===== config.mk =====
export PLATFORM = sky130hd
export DESIGN_NAME = instr_prefetch_queue
export DESIGN_NICKNAME = d
export VERILOG_FILES = /design/src/rtl/instr_prefetch_queue_pkg.sv /design/src/rtl/prefetch_fifo.sv /design/src/rtl/instr_prefetch_queue.sv
export SDC_FILE = /design/constraint.sdc
export NUM_CORES = 1
export LEC_CHECK = 0
export ABC_CLOCK_PERIOD_IN_PS = 3100
export CAP_MARGIN = 20
export CORE_MARGIN = 8
export CORE_UTILIZATION = 57
export CTS_BUF_LIST = sky130_fd_sc_hd__clkbuf_2
export DETAILED_ROUTE_END_ITERATION = 16
export GPL_ROUTABILITY_DRIVEN = 0
export PLACE_DENSITY = 0.82
export SYNTH_ARGS = -nofsm -noshare
export SYNTH_HDL_FRONTEND = slang
export SYNTH_SLANG_ARGS = --single-unit

===== constraint.sdc =====
create_clock -name clk -period 3.1 [get_ports clk]
set_input_delay 0.62 -clock clk [delete_from_list [all_inputs] [get_ports clk]]
set_output_delay 0.62 -clock clk [all_outputs]
set_load 0.05 [all_outputs]

===== src/rtl/instr_prefetch_queue_pkg.sv =====
`default_nettype none
// ============================================================================
// Package  : instr_prefetch_queue_pkg
// Summary  : Shared widths, reset defaults and fetch FSM encoding for the
//            instruction prefetch queue.
// Revision : 1.0 - initial release
// ============================================================================
package instr_prefetch_queue_pkg;

    localparam int unsigned     C_PC_W      = 16;
    localparam int unsigned     C_INSTR_W   = 16;
    localparam logic [15:0]     C_RESET_PC  = 16'h0000;
    localparam int unsigned     C_PC_STEP   = 1;

    typedef enum logic [1:0] {
        ST_IDLE    = 2'd0,
        ST_WAIT    = 2'd1,
        ST_DISCARD = 2'd2
    } fetch_state_e;

endpackage
`default_nettype wire


===== src/rtl/prefetch_fifo.sv =====
`default_nettype none
// ============================================================================
// Module   : prefetch_fifo
// Summary  : Synchronous FIFO of {pc, instr} entries; flush beats push/pop.
// Revision : 1.0 - initial release
// ============================================================================
module prefetch_fifo
    import instr_prefetch_queue_pkg::*;
#(
    parameter int unsigned DEPTH   = 4,
    parameter int unsigned PC_W    = C_PC_W,
    parameter int unsigned INSTR_W = C_INSTR_W
) (
    input  logic                   clk,
    input  logic                   rst,
    input  logic                   i_push,
    input  logic [PC_W-1:0]        i_push_pc,
    input  logic [INSTR_W-1:0]     i_push_instr,
    input  logic                   i_pop,
    input  logic                   i_flush,
    output logic [PC_W-1:0]        o_head_pc,
    output logic [INSTR_W-1:0]     o_head_instr,
    output logic [$clog2(DEPTH):0] o_count
);

    localparam int unsigned        C_PTR_W   = $clog2(DEPTH);
    localparam logic [C_PTR_W-1:0] C_PTR_ONE = C_PTR_W'(1);
    localparam logic [C_PTR_W:0]   C_CNT_ONE = (C_PTR_W + 1)'(1);

    logic [PC_W-1:0]    r_pc_mem_q    [DEPTH];
    logic [INSTR_W-1:0] r_instr_mem_q [DEPTH];
    logic [C_PTR_W-1:0] r_head_q;
    logic [C_PTR_W-1:0] w_head_d;
    logic [C_PTR_W-1:0] r_tail_q;
    logic [C_PTR_W-1:0] w_tail_d;
    logic [C_PTR_W:0]   r_count_q;
    logic [C_PTR_W:0]   w_count_d;
    logic               w_push_ok;
    logic               w_pop_ok;

    assign w_push_ok = i_push && !i_flush;
    assign w_pop_ok  = i_pop && !i_flush && (r_count_q != '0);

    always_comb begin
        w_head_d  = r_head_q;
        w_tail_d  = r_tail_q;
        w_count_d = r_count_q;
        if (i_flush) begin
            w_head_d  = '0;
            w_tail_d  = '0;
            w_count_d = '0;
        end else begin
            if (w_push_ok) begin
                w_tail_d  = r_tail_q + C_PTR_ONE;
                w_count_d = w_count_d + C_CNT_ONE;
            end
            if (w_pop_ok) begin
                w_head_d  = r_head_q + C_PTR_ONE;
                w_count_d = w_count_d - C_CNT_ONE;
            end
        end
    end

    always_ff @(posedge clk) begin
        if (rst) begin
            r_head_q  <= '0;
            r_tail_q  <= '0;
            r_count_q <= '0;
        end else begin
            r_head_q  <= w_head_d;
            r_tail_q  <= w_tail_d;
            r_count_q <= w_count_d;
        end
    end

    // Storage needs no reset: entries are only visible through a nonzero count.
    always_ff @(posedge clk) begin
        if (w_push_ok) begin
            r_pc_mem_q[r_tail_q]    <= i_push_pc;
            r_instr_mem_q[r_tail_q] <= i_push_instr;
        end
    end

    assign o_head_pc    = r_pc_mem_q[r_head_q];
    assign o_head_instr = r_instr_mem_q[r_head_q];
    assign o_count      = r_count_q;

endmodule
`default_nettype wire


===== src/rtl/instr_prefetch_queue.sv =====
`default_nettype none
// ============================================================================
// Module   : instr_prefetch_queue
// Summary  : Sequential instruction fetcher with one outstanding req/ack
//            request, a small {pc, instr} queue and redirect flush.
// Revision : 1.0 - initial release
// ============================================================================
module instr_prefetch_queue
    import instr_prefetch_queue_pkg::*;
#(
    parameter int unsigned      DEPTH    = 4,
    parameter int unsigned      PC_W     = C_PC_W,
    parameter int unsigned      INSTR_W  = C_INSTR_W,
    parameter logic [PC_W-1:0]  RESET_PC = C_RESET_PC,
    parameter int unsigned      PC_STEP  = C_PC_STEP
) (
    input  logic                   clk,
    input  logic                   rst,
    output logic                   mem_req,
    output logic [PC_W-1:0]        mem_addr,
    input  logic                   mem_ack,
    input  logic [INSTR_W-1:0]     mem_rdata,
    output logic                   dec_valid,
    output logic [INSTR_W-1:0]     dec_instr,
    output logic [PC_W-1:0]        dec_pc,
    input  logic                   dec_ready,
    input  logic                   redirect,
    input  logic [PC_W-1:0]        redirect_pc,
    output logic [$clog2(DEPTH):0] occupancy
);

    localparam int unsigned        C_CNT_W     = $clog2(DEPTH) + 1;
    localparam logic [C_CNT_W-1:0] C_CNT_ONE   = C_CNT_W'(1);
    localparam logic [C_CNT_W-1:0] C_DEPTH_CNT = C_CNT_W'(DEPTH);
    localparam logic [PC_W-1:0]    C_STEP      = PC_W'(PC_STEP);

    fetch_state_e       r_state_q;
    fetch_state_e       w_state_d;
    logic [PC_W-1:0]    r_fetch_pc_q;
    logic [PC_W-1:0]    w_fetch_pc_d;
    logic [PC_W-1:0]    r_mem_addr_q;
    logic [PC_W-1:0]    w_mem_addr_d;
    logic [PC_W-1:0]    w_fetch_pc_inc;
    logic [C_CNT_W-1:0] w_count;
    logic [C_CNT_W-1:0] w_count_next;
    logic               w_push;
    logic               w_pop;
    logic               w_has_room;

    // Redirect suppresses both queue updates; the FIFO flush covers the rest.
    assign w_push         = (r_state_q == ST_WAIT) && mem_ack && !redirect;
    assign w_pop          = (w_count != '0) && dec_ready && !redirect;
    assign w_fetch_pc_inc = r_fetch_pc_q + C_STEP;
    assign w_has_room     = (w_count_next < C_DEPTH_CNT);

    always_comb begin
        w_count_next = w_count;
        if (w_push) begin
            w_count_next = w_count_next + C_CNT_ONE;
        end
        if (w_pop) begin
            w_count_next = w_count_next - C_CNT_ONE;
        end
    end

    always_comb begin
        w_state_d    = r_state_q;
        w_fetch_pc_d = r_fetch_pc_q;
        w_mem_addr_d = r_mem_addr_q;
        if (redirect) begin
            w_fetch_pc_d = redirect_pc;
            // An unanswered request must still be acknowledged before reissue.
            case (r_state_q)
                ST_WAIT:    w_state_d = mem_ack ? ST_IDLE : ST_DISCARD;
                ST_DISCARD: w_state_d = mem_ack ? ST_IDLE : ST_DISCARD;
                default:    w_state_d = ST_IDLE;
            endcase
        end else begin
            case (r_state_q)
                ST_IDLE: begin
                    if (w_has_room) begin
                        w_mem_addr_d = r_fetch_pc_q;
                        w_state_d    = ST_WAIT;
                    end
                end
                ST_WAIT: begin
                    if (mem_ack) begin
                        w_fetch_pc_d = w_fetch_pc_inc;
                        if (w_has_room) begin
                            w_mem_addr_d = w_fetch_pc_inc;
                        end else begin
                            w_state_d = ST_IDLE;
                        end
                    end
                end
                ST_DISCARD: begin
                    if (mem_ack) begin
                        w_state_d = ST_IDLE;
                    end
                end
                default: w_state_d = ST_IDLE;
            endcase
        end
    end

    always_ff @(posedge clk) begin
        if (rst) begin
            r_state_q    <= ST_IDLE;
            r_fetch_pc_q <= RESET_PC;
            r_mem_addr_q <= RESET_PC;
        end else begin
            r_state_q    <= w_state_d;
            r_fetch_pc_q <= w_fetch_pc_d;
            r_mem_addr_q <= w_mem_addr_d;
        end
    end

    prefetch_fifo #(
        .DEPTH   (DEPTH),
        .PC_W    (PC_W),
        .INSTR_W (INSTR_W)
    ) u_fifo (
        .clk          (clk),
        .rst          (rst),
        .i_push       (w_push),
        .i_push_pc    (r_fetch_pc_q),
        .i_push_instr (mem_rdata),
        .i_pop        (w_pop),
        .i_flush      (redirect),
        .o_head_pc    (dec_pc),
        .o_head_instr (dec_instr),
        .o_count      (w_count)
    );

    assign mem_req   = (r_state_q != ST_IDLE);
    assign mem_addr  = r_mem_addr_q;
    assign dec_valid = (w_count != '0);
    assign occupancy = w_count;

endmodule
`default_nettype wire

* After elaboration in Yosys (flattened, before gate mapping) *
Memory sizes are Yosys's and may differ from the RTL's. A register that Yosys moved wholly into a read port is not among the register bits.
Cells that the tools add are included.
W data, S select, Z words.

word-level totals
  bits in registers = 41
  bits in writable memories = 128
  bits of input ports = 37
  output and inout bits = 53
  logic and storage cells = 70
  memories kept = 2

memory list
  name                  depth  width  rd ports  clocked after memory_dff  write ports  RTL line             RTL
  u_fifo.r_instr_mem_q  4      16     1         1                         1            prefetch_fifo.sv:31  logic [INSTR_W-1:0] r_instr_mem_q [DEPTH];
  u_fifo.r_pc_mem_q     4      16     1         1                         1            prefetch_fifo.sv:30  logic [PC_W-1:0] r_pc_mem_q [DEPTH];

cells by class
  add/sub/neg operators = 6
  magnitude comparators = 1
  equality and inequality tests = 9
  mux-type cells = 26
  bitwise operators = 1
  reductions and logical operators = 19

operators with widths
  cell                     number
  $mux W16                 6
  $pmux W16 S2             1
  $mux W2                  11
  $add A16 B1 Y16 const B  1
  $mux W3                  5
  $ne A3 B3 Y1 const B     4
  $reduce_bool A2 Y1       4
  $logic_and A1 B1 Y1      7
  $ne A2 B2 Y1 const B     3
  $pmux W2 S3              1
  $sub A3 B1 Y3 const B    2
  $reduce_and A5 Y1        1
  $add A2 B1 Y2 const B    2
  $reduce_and A4 Y1        1
  $reduce_or A2 Y1         2
  $add A3 B1 Y3 const B    1
  $lt A3 B3 Y1 const B     1
  $reduce_bool A3 Y1       1
  $eq A2 B1 Y1 const B     1
  $eq A2 B2 Y1 const B     1
  $logic_not A2 Y1         1
  $mux W1                  2
  $reduce_and A2 Y1        1
  $logic_not A1 Y1         1
  $not A1 Y1               1

* Depth between registers and ports, before layout *
  depth after elaboration = 11
  gate-level depth with buffers = 10
  depth with buffers taken out = 9

* Modules after synthesis *
From an unflattened synthesis, not the netlist that was laid out.

second synthesis, totals
  cells, all modules = 476
  area, all modules = 7374.6 sq um

by module, submodules not included
  module                times used  cells each  area an instance (sq um)  seq. area each (sq um)
  prefetch_fifo         1           218         5236.3                    4023.9
  instr_prefetch_queue  1           258         2138.3                    680.7

* Worst setup path before layout *
No wires, ideal clock.

  path kind = register -> register
  from = register u_fifo.r_count_q[0] (netlist: u_fifo.o_count[0])
  to = register r_mem_addr_q[10] (netlist: mem_addr[10])
  setup time = 0.143 ns
  arrival time = 2.548 ns
  required time = 2.957 ns
  slack = 0.409 ns
  cell stages (with the launch flop) = 10
  buffers on the path = 2
  period minus slack after synthesis = 2.691 ns
  cells stage by stage = dfxtp_1 inv_1 ha_1 nand2b_1 o2111ai_2 xnor2_2 and2_4 buf_6 buf_6 a211oi_2

between the ends
  cells in the longest elaborated chain, start to end = 7
  elaborated cells on any way between the ends = 11
  those cells by class = add/sub: 2; order compare: 1; eq/ne: 2; mux: 2; reduce/logical: 4

RTL lines
  element                             RTL line                     RTL
  start: declaration                  prefetch_fifo.sv:36          logic [C_PTR_W:0] r_count_q;
  start signal: assignment            prefetch_fifo.sv:72          r_count_q <= w_count_d;
  $reduce_bool A3 Y1 *                -
  named net dec_valid                 instr_prefetch_queue.sv:23   output logic dec_valid,
  $logic_and A1 B1 Y1 * (2 in a row)  instr_prefetch_queue.sv:52   assign w_pop = (w_count != '0) && dec_ready && !redirect;
  $mux W3 *                           instr_prefetch_queue.sv:61   if (w_pop) begin
  $lt A3 B3 Y1 *                      instr_prefetch_queue.sv:54   assign w_has_room = (w_count_next < C_DEPTH_CNT);
  $ne A2 B2 Y1 (no line)              -
  $reduce_and A5 Y1 (no line) *       -
  end signal: assignment              instr_prefetch_queue.sv:114  r_mem_addr_q <= w_mem_addr_d;
  end: declaration                    instr_prefetch_queue.sv:41   logic [PC_W-1:0] r_mem_addr_q;

The timed path passes the listed nets; every way through them passes the cells marked *.
A chain may end at the register's enable or synchronous reset.

* Worst setup path after layout *
  from = register r_state_q[0]
  to = output port mem_req

between the ends
  cells in the longest elaborated chain, start to end = 1

RTL lines
  element                   RTL line                     RTL
  start: declaration        instr_prefetch_queue.sv:37   fetch_state_e r_state_q;
  start signal: assignment  instr_prefetch_queue.sv:112  r_state_q <= w_state_d;
  $reduce_bool A2 Y1        instr_prefetch_queue.sv:135  assign mem_req = (r_state_q != ST_IDLE);
  end: declaration          instr_prefetch_queue.sv:19   output logic mem_req,

Every way passes these cells.

==> impl_metrics.env <==
export IMPL_drv_slew=0
export IMPL_ys_seq_elements=171
export IMPL_clock_latency_ns=0.67
export IMPL_start_kind="flop"
export IMPL_synth_top_family_by_area="multiplexers"
export IMPL_r2r_slack_ns=0.85
export IMPL_cts_buffer_depth=2
export IMPL_synth_fa_ha_area_frac=0.0195
export IMPL_final_common_cell="edfxtp_1"
export IMPL_area_growth_pct=23.6
export IMPL_finalHoldViolCount=0
export IMPL_grt_total_usage=0.181
export IMPL_antenna_cells=0
export IMPL_layout_common_cells="edfxtp_1, clkdlybuf4s50_1, dfxtp_1, buf_12, nand2_1"
export IMPL_crit_path_end_kind="output port"
export IMPL_wl_microns=14100
export IMPL_clockRootBuffer="clkbuf_2"
export IMPL_worstSetupPathType="flop to output port"
export IMPL_drc=0
export IMPL_rr_startpoint="r_state_q[1]$_SDFFE_PP0P_"
export IMPL_ys_types=38
export IMPL_use_met1=0.228
export IMPL_ios=90
export IMPL_maxCapViolations=0
export IMPL_finClkSkew_ns=0.0261
export IMPL_overflow=0
export IMPL_rsz0062_at_grt="false"
export IMPL_p_per_area_mw_per_mm2=472
export IMPL_clk_pin_slew_worst_paths_ns=0.21
export IMPL_dieArea_sq_mm=0.0162
export IMPL_ys_warn_count=0
export IMPL_synth_compound_area_frac=0.0613
export IMPL_crit_path_max_fanout=3
export IMPL_reg2reg_depth=8
export IMPL_via_per_inst=5.69
export IMPL_synth_area_sq_mm=0.00704
export IMPL_rows=40
export IMPL_final_nets=596
export IMPL_ir_drop_mv=0.254
export IMPL_die_w_microns=127
export IMPL_slew_headroom=0.648
export IMPL_synth_simple_gate_area_frac=0.0698
export IMPL_htreeDepth=4
export IMPL_portBuffers=89
export IMPL_cts_made_buffers=17
export IMPL_use_met3=0.0553
export IMPL_drt_pass1_iter_count=5
export IMPL_fmax_mhz=347
export IMPL_fin_setup_tns_ns=0
export IMPL_grt_max_degree=35
export IMPL_ys_seq_area_frac=0.668
export IMPL_grt_pass1_wl_microns=22600
export IMPL_min_path_type="primary input to flop"
export IMPL_initial_core_util=0.584
export IMPL_cp_arrival_ns=2.26
export IMPL_p_leak_nw=2.88
export IMPL_cp_startpoint="r_state_q[0]$_SDFFE_PP0P_"
export IMPL_synthXorXnorAreaFrac=0.0469
export IMPL_drive_gt1_frac=0.213
export IMPL_drt_initial_drc_count=384
export IMPL_die_h_microns=127
export IMPL_synth_nets=504
export IMPL_syn_inst=456
export IMPL_setup_violations=0
export IMPL_wire_per_inst_microns=19.4
export IMPL_antenna_found_initial=0
export IMPL_crit_end="mem_req"
export IMPL_coreArea_sq_mm=0.0121
export IMPL_avgSynthCellArea_sq_um=15.4
export IMPL_dr_total_vias=4135
export IMPL_fillers=778
export IMPL_hold_ws_ns=0.472
export IMPL_design_area_sq_mm=0.00870
export IMPL_required_ns=2.48
export IMPL_period_share=0.930
export IMPL_hpwlAfterDp_microns=9190
export IMPL_cts_sinks=171
export IMPL_rr_endpoint="r_fetch_pc_q[14]$_SDFFE_PP0P_"
export IMPL_grt_pass1_vias=4340
export IMPL_post_cts_buffers=0
export IMPL_post_route_min_period_ns=2.88
export IMPL_cts_tree="built"
export IMPL_grt_use_met2=0.295
export IMPL_run_status="complete, no violations"
export IMPL_worst_pin_slew_ns=0.527
export IMPL_synth_mux_area_frac=0.108
export IMPL_top_usage_layer="met2"
export IMPL_antenna_left=0
export IMPL_dpl_instance_area_sq_mm=0.00848
export IMPL_cts_hold_buffers=0
per-stage QoR:
step | instances | util | setup WS, ns | power, W
after floorplan | 456 | - | 0.409 | 0.00285
after global placement | 697 | 0.703 | 0.496 | 0.00302
after detailed placement | 697 | 0.703 | 0.380 | 0.00303
after CTS | 727 | 0.721 | 0.119 | 0.00414
after global routing | 727 | 0.721 | 0.0333 | 0.00426
final | 727 | 0.721 | 0.216 | 0.00411
worst max-delay path, cell delays in order, from the launching register on:
cell             delay (ns)
dfxtp_1                0.39
inv_1                  0.07
ha_1                   0.22
inv_1                  0.10
clkdlybuf4s50_1        0.81
cells in the mapped netlist (all sizes together):
| library cell | count | area share |
|---|---|---|
| inv | 12 | 0.0064 |
| dfxtp | 43 | 0.12 |
| o21ai | 3 | 0.0021 |
| or3 | 3 | 0.0027 |
| nor4 | 5 | 0.0044 |
| ha | 11 | 0.020 |
| xor2 | 17 | 0.022 |
| nor2b | 1 | 0.00089 |
| or4b | 1 | 0.0014 |
| nand4 | 6 | 0.0053 |
| mux2i | 4 | 0.0057 |
| o2111ai | 1 | 0.0021 |
| nor3 | 8 | 0.0057 |
| o31ai | 2 | 0.0021 |
| nand4b | 1 | 0.0012 |
| nand2b | 1 | 0.00089 |
| and2 | 2 | 0.0021 |
| nand2 | 35 | 0.019 |
| a211oi | 21 | 0.030 |
| clkbuf | 14 | 0.0075 |
| and4b | 1 | 0.0014 |
| a21oi | 33 | 0.023 |
| nand3 | 8 | 0.0057 |
| buf | 14 | 0.012 |
| edfxtp | 128 | 0.55 |
| a311oi | 1 | 0.0012 |
| and3 | 7 | 0.0062 |
| nor2 | 20 | 0.011 |
| and4 | 2 | 0.0025 |
| xnor2 | 19 | 0.025 |
| mux4 | 32 | 0.10 |
what timing repair did:
| action | 4_1_cts | 5_1_grt |
|---|---|---|
| endpoints found under the hold margin | 0 | 0 |
| setup endpoints to repair | 1 | 0 |
| gates resized for setup | 1 | 0 |
registers in the layout, summed over array words and instances (netlist names), named ones only:
| name | count |
|---|---|
| u_fifo.r_head_q | 2 |
| r_state_q | 2 |
| r_fetch_pc_q | 16 |
| u_fifo.r_pc_mem_q | 64 |
| u_fifo.o_count | 3 |
| u_fifo.r_tail_q | 2 |
| mem_addr | 16 |
| u_fifo.r_instr_mem_q | 64 |
routing by layer:
metal | vias to the layer above | share of wire
met2 | 165 | 0.50
li1 | 1914 | -
met5 | - | 0
met4 | 0 | 0.0097
met1 | 2041 | 0.43
met3 | 15 | 0.064
cells by family (layout without fill, tap and decap cells):
group | Yosys count | count (layout)
AO/OA/AOI/OAI | 61 | 61
adder cells (fa/ha/maj) | 11 | 11
XOR/XNOR | 36 | 36
multiplexers | 36 | 36
AND/OR/NAND/NOR | 101 | 101
buffers and inverters | 40 | 143
flip-flops | 171 | 171
cell type report:
type | instances | area (sq um) | area share
sequential | 171 | 4710 | 0.541
clock inverter | 10 | 126 | 0.0145
tap | 168 | 210 | 0.0242
multi-input combinational | 245 | 2150 | 0.247
timing repair buffer | 101 | 1360 | 0.157
inverter | 12 | 45.0 | 0.00518
clock buffer | 20 | 100 | 0.0115
worst min path at each step:
stage	from	slack, ns	cells past startpoint	endpoint
after floorplan	r_fetch_pc_q[2]$_SDFFE_PP0P_	0.45	0	u_fifo.r_pc_mem_q[0][2]$_DFFE_PP_
after global placement	u_fifo.r_tail_q[1]$_SDFFE_PP0P_	0.49	2	u_fifo.r_tail_q[1]$_SDFFE_PP0P_
after detailed placement	u_fifo.r_tail_q[1]$_SDFFE_PP0P_	0.49	2	u_fifo.r_tail_q[1]$_SDFFE_PP0P_
after CTS	redirect_pc[10]	0.38	3	r_fetch_pc_q[10]$_SDFFE_PP0P_
after global routing	redirect_pc[10]	0.36	3	r_fetch_pc_q[10]$_SDFFE_PP0P_
final	redirect_pc[10]	0.47	3	r_fetch_pc_q[10]$_SDFFE_PP0P_
power by group:
group          switching [W]  leakage, nW  internal [W]  total [W]
registers          0.0000513         1.52       0.00250    0.00255
clock network       0.000685        0.138      0.000439    0.00112
logic               0.000248         1.23      0.000179   0.000428
No activity file was read; power rests on OpenSTA's default activity.
